### config.mk
export PLATFORM = sky130hd
export DESIGN_NAME = alu_issue_stage
export DESIGN_NICKNAME = d
export VERILOG_FILES = /design/src/rtl/alu_issue_stage.sv
export SDC_FILE = /design/constraint.sdc
export NUM_CORES = 1
export LEC_CHECK = 0
export ABC_AREA = 1
export CAP_MARGIN = 20
export CORE_UTILIZATION = 55
export CTS_CLUSTER_SIZE = 25
export DETAILED_ROUTE_END_ITERATION = 12
export DONT_BUFFER_PORTS = 1
export MAX_ROUTING_LAYER = met4
export PLACE_DENSITY = 0.83
export RECOVER_POWER = 100
export SYNTH_ARGS = -nofsm -noshare
export SYNTH_HDL_FRONTEND = slang
export SYNTH_SLANG_ARGS = --single-unit
### constraint.sdc
create_clock -name clk -period 7.6 [get_ports clk]
set_input_delay 1.52 -clock clk [delete_from_list [all_inputs] [get_ports clk]]
set_output_delay 1.52 -clock clk [all_outputs]
set_load 0.005 [all_outputs]
### src/rtl/alu_issue_stage.sv
// ---------------------------------------------------------------------------
// alu_issue_stage
//
// Issue stage between ID and EX. It takes the decoded instruction fields,
// resolves operand forwarding and immediate selection, and generates the
// 3-bit ALU opcode. Each issued operation is buffered in a 2-entry skid
// queue. The head entry drives the registered operands presented to the
// combinational ALU under a valid/ready handshake.
//
// Parameters
//   N      operand / result width
//   CNT_W  width of the saturating illegal-op counter
//
// Ports
//   clk, rst             clock; asynchronous active-high reset
//   in_valid, in_ready   ID-side handshake (in_ready = queue not full)
//   alu_op, funct        main-control class and R-type function field
//   rs_data, rt_data     register-file operands
//   imm, alu_src         sign-extended immediate and its B-operand select
//   fwd_a, fwd_b         forwarding selects (00/11 reg, 01 EX/MEM, 10 MEM/WB)
//   ex_mem_res           EX/MEM forwarded value
//   mem_wb_res           MEM/WB forwarded value
//   flush                synchronous squash of every queued entry
//   out_valid, out_ready EX-side handshake on the head entry
//   alu_a, alu_b         head operands
//   alu_opc              head opcode
//   store_data           head forwarded rt value, used by sw
//   illegal              head entry decoded an unrecognised funct
//   illegal_cnt          saturating count of accepted illegal ops
// ---------------------------------------------------------------------------
module alu_issue_stage #(
    parameter int N     = 32,
    parameter int CNT_W = 8
) (
    input  logic             clk,
    input  logic             rst,
    input  logic             in_valid,
    output logic             in_ready,
    input  logic [1:0]       alu_op,
    input  logic [5:0]       funct,
    input  logic [N-1:0]     rs_data,
    input  logic [N-1:0]     rt_data,
    input  logic [N-1:0]     imm,
    input  logic             alu_src,
    input  logic [1:0]       fwd_a,
    input  logic [1:0]       fwd_b,
    input  logic [N-1:0]     ex_mem_res,
    input  logic [N-1:0]     mem_wb_res,
    input  logic             flush,
    output logic             out_valid,
    input  logic             out_ready,
    output logic [N-1:0]     alu_a,
    output logic [N-1:0]     alu_b,
    output logic [2:0]       alu_opc,
    output logic [N-1:0]     store_data,
    output logic             illegal,
    output logic [CNT_W-1:0] illegal_cnt
);

    typedef struct packed {
        logic [N-1:0] a;
        logic [N-1:0] b;
        logic [N-1:0] sd;
        logic [2:0]   opc;
        logic         ill;
    } entry_t;

    localparam logic [CNT_W-1:0] CNT_MAX = {CNT_W{1'b1}};

    entry_t           head_q, head_d;
    entry_t           tail_q, tail_d;
    logic [1:0]       count_q, count_d;
    logic [CNT_W-1:0] ill_cnt_q, ill_cnt_d;

    entry_t           new_entry;
    logic [N-1:0]     op_a;
    logic [N-1:0]     fwd_b_val;
    logic [2:0]       dec_opc;
    logic             dec_ill;
    logic             push;
    logic             pop;

    // Opcode decode. Unknown R-type functions issue as opcode 011 (ALU
    // produces zero) and carry the illegal flag down the pipe.
    always_comb begin
        dec_opc = 3'b011;
        dec_ill = 1'b0;
        case (alu_op)
            2'b00: dec_opc = 3'b010;
            2'b01: dec_opc = 3'b110;
            2'b11: dec_opc = 3'b111;
            default: begin
                case (funct)
                    6'b100000: dec_opc = 3'b010;
                    6'b100010: dec_opc = 3'b110;
                    6'b100100: dec_opc = 3'b000;
                    6'b100101: dec_opc = 3'b001;
                    6'b101010: dec_opc = 3'b111;
                    default: begin
                        dec_opc = 3'b011;
                        dec_ill = 1'b1;
                    end
                endcase
            end
        endcase
    end

    // Forwarding muxes. Code 11 falls back to the register-file value.
    always_comb begin
        case (fwd_a)
            2'b01:   op_a = ex_mem_res;
            2'b10:   op_a = mem_wb_res;
            default: op_a = rs_data;
        endcase
        case (fwd_b)
            2'b01:   fwd_b_val = ex_mem_res;
            2'b10:   fwd_b_val = mem_wb_res;
            default: fwd_b_val = rt_data;
        endcase
    end

    // The store value always takes the forwarded rt, even when the
    // immediate replaces it on the B operand.
    always_comb begin
        new_entry.a   = op_a;
        new_entry.b   = alu_src ? imm : fwd_b_val;
        new_entry.sd  = fwd_b_val;
        new_entry.opc = dec_opc;
        new_entry.ill = dec_ill;
    end

    assign in_ready  = (count_q != 2'd2);
    assign out_valid = (count_q != 2'd0);
    assign push      = in_valid && in_ready;
    assign pop       = out_valid && out_ready;

    // Queue next state. head_q is always the entry on the outputs; when the
    // queue drains it is left untouched so the outputs keep their last
    // values. Push+pop can only happen with one entry, where the new entry
    // simply replaces the head.
    always_comb begin
        head_d    = head_q;
        tail_d    = tail_q;
        count_d   = count_q;
        ill_cnt_d = ill_cnt_q;
        if (flush) begin
            count_d = 2'd0;
        end else begin
            case ({push, pop})
                2'b10: begin
                    if (count_q == 2'd0) begin
                        head_d = new_entry;
                    end else begin
                        tail_d = new_entry;
                    end
                    count_d = count_q + 2'd1;
                end
                2'b01: begin
                    if (count_q == 2'd2) begin
                        head_d = tail_q;
                    end
                    count_d = count_q - 2'd1;
                end
                2'b11: begin
                    head_d = new_entry;
                end
                default: ;
            endcase
            if (push && new_entry.ill && (ill_cnt_q != CNT_MAX)) begin
                ill_cnt_d = ill_cnt_q + CNT_W'(1);
            end
        end
    end

    always_ff @(posedge clk or posedge rst) begin
        if (rst) begin
            head_q    <= '0;
            tail_q    <= '0;
            count_q   <= 2'd0;
            ill_cnt_q <= '0;
        end else begin
            head_q    <= head_d;
            tail_q    <= tail_d;
            count_q   <= count_d;
            ill_cnt_q <= ill_cnt_d;
        end
    end

    assign alu_a       = head_q.a;
    assign alu_b       = head_q.b;
    assign store_data  = head_q.sd;
    assign alu_opc     = head_q.opc;
    assign illegal     = head_q.ill;
    assign illegal_cnt = ill_cnt_q;

endmodule

==> flow_summary_export.csv <==
group,metric,value,unit
status,status,"complete, but fails checks",
status,failed_checks,"capacitance limit, slew limit",
global_routing,grt_pass1_vias,9129,
run,drv_cap,3,
drt,drc_errors,0,
die,pin_count,288,
cells_and_area,finalInstanceArea,11600,µm²
drt,wl,31400,µm
drt,viasPerCell,5.81,
sta,finalSetupViolCount,0,
die,die_w,142,µm
cells_and_area,drive_gt1_share,4.00,%
synth,syn_inst,1471,
sta,rsz0062_at_grt,"no",
clock_network,post_cts_resized,0,
power,leakage,5.70,nW
die,dieArea,20100,µm²
synth,synth_top_family_by_area,"simple AND/OR/NAND/NOR gates",
drt,first_pass_iters,6,
clock_network,cts.hold.buffers_added,0,
sta,worst_pin_slew,3770,ps
global_routing,grt_pass1_wl,49100,µm
sta,timing.setup.tns,0,ps
global_routing,grt_max_degree,136,
synth,ys_seq_area_share,48.8,%
clock_network,clk_pin_slew,60,ps
placement,placed_area,10900,µm²
critical_path,cp-endpoint,"store_data[6]",
synth,yosys-top-cells-area,"dfrtp_1 49%, nand2_1 20%, o21ai_0 8.7%",
die,die_y,142,µm
synth,syn-cell-area,10800,µm²
critical_path,arrival,5920,ps
global_routing,grt_overflow,0,
min_path,holdCritPathClass,"flip-flop to flip-flop",
clock_network,cts.sinks,210,
synth,synth-xor-area-share,0.407,%
drt,vias,9803,
clock_network,clockBufferDepth,3,
global_routing,antenna_found_initial,3,
clock_network,cts_buffers,23,
power,power_density,374,nW/µm²
sta,clock_skew,5.83,ps
synth,syn_nets,1654,
sta,period_share,73.4,%
synth,synth_compound_area_share,15.7,%
critical_path,cp.required,7950,ps
synth,synthMuxAreaShare,0,%
die,rows,50,
critical_path,startpoint_type,"input port",
critical_path,r2r_slack,2340,ps
drt,initialDrtViolationCount,934,
power,vdd.ir_drop.worst,0.000203,V
sta,hold_viol,0,
critical_path,r2r-end,"store_data[6]",
synth,avgSynthCellArea,7.32,µm²
synth,synth_cell_types,28,
placement,port_buffers,0,
synth,yosys.area_share.simple,28.1,%
critical_path,endpoint_kind,"flip-flop",
synth,ys_seq_elements,210,
clock_network,cts_tree,"done",
sta,maxSlewViolCount,216,
critical_path,crit_start,"in_valid",
synth,yosysTopAreaCell,"dfrtp_1",
clock_network,clock_latency,490,ps
sta,max_slew_margin,-151,%
synth,synthAdderAreaFrac,0.581,%
critical_path,r2r_cells,8,
die,start_util,56.8,%
power,power,4.35,mW
critical_path,critPathMaxFanout,85,
global_routing,track_usage,32.1,%
sta,period_needed,5570,ps
drt,detail-route-antenna-nets,0,
critical_path,r2r-start,"count_q[0]",
cells_and_area,syn_to_final_growth,7.89,%
placement,place_congestion,0.837,
synth,ys.warnings.count,0,
cells_and_area,fin_nets,1595,
placement,dp_hpwl,21000,µm
cells_and_area,final_common_cell,"nand2_1",
clock_network,cts_max_level,1,
clock_network,cts_setup_buffers,0,
sta,timing.fmax,0.179,GHz
clock_network,clock-root-buffer,"clkbuf_16",
drt,wire_per_inst,18.6,µm
die,core_area,19000,µm²
cells_and_area,layout_common_cells,"580 x nand2_1, 210 x dfrtp_1, 197 x o21ai_0",
critical_path,path_class,"input port to flip-flop",
synth,synth_top_cell_area_share,48.8,%
## flip-flops by register name, summed over array words and instances (netlist names)
signal / flops
alu_a: 32
store_data: 32
count_q: 2
alu_b: 32
alu_opc: 3
tail_q: 100
illegal_cnt: 8
illegal: 1
## critical path: stages
cell and delay (ps):
nand2_1 60, nand3_1 910, clkbuf_1 2730, nand2_1 260, o211ai_1 300, nand2_1 110
## synthesized netlist by cell type (all sizes together)
cell    instances
a21oi          66
a31oi           2
buf            41
clkbuf         57
clkinv          2
dfrtp         210
ha              5
inv            63
nand2         581
nand3          53
nand3b          2
nand4           5
nor2          132
o211ai         48
o21ai         197
o22ai           1
or2             1
xor2            5
## final cells by class
cell class	instances	area (µm²)
antenna	3	7.51
clock buffer	28	634
clock inverter	10	135
fill	1659	7340
inverter	65	251
multi-input combinational	1098	4830
sequential	210	5260
tap	260	325
timing repair buffer	14	178
## how the worst min path moves through the flow
| stage | start | end | cells past startpoint |
|---|---|---|---|
| finish | tail_q[92] | tail_q[92] | 2 |
| global route | tail_q[95] | tail_q[95] | 2 |
| CTS | tail_q[92] | tail_q[92] | 2 |
| detailed placement | tail_q[92] | tail_q[92] | 2 |
| global placement | tail_q[92] | tail_q[92] | 2 |
| floorplan | tail_q[92] | tail_q[92] | 2 |
## through the flow
stage	setup slack (ps)	util [%]	cells	hold slack, ps
floorplan	342	-	1471	442
global route	1700	61.3	1688	498
CTS	3610	61.3	1684	478
detailed placement	3080	57.3	1646	463
global placement	3180	56.8	1643	454
finish	2030	61.3	1688	478
## cells by family (layout without fill, tap and decap cells)
logic type | count (synthesis) | in the layout
fa+ha+maj | 5 | 5
flops | 210 | 210
buf+inv | 163 | 117
xor+xnor | 5 | 5
simple gates | 774 | 774
compound gates | 314 | 314
other cells | 0 | 3
## metal layers
layer / wire [µm] / GRT usage, %
met2: 14000 / 46.9
met5: 0 / -
met3: 3320 / 7.03
met1: 13200 / 44.5
met4: 958 / 10.8
## power by group
| group | total [mW] | switching [mW] | internal, mW |
|---|---|---|---|
| Combinational | 1.19 | 0.789 | 0.403 |
| Clock | 1.14 | 0.445 | 0.692 |
| Sequential | 2.02 | 0.380 | 1.64 |
| Total | 4.35 | 1.61 | 2.73 |
Power figures use the tool's default switching activity.
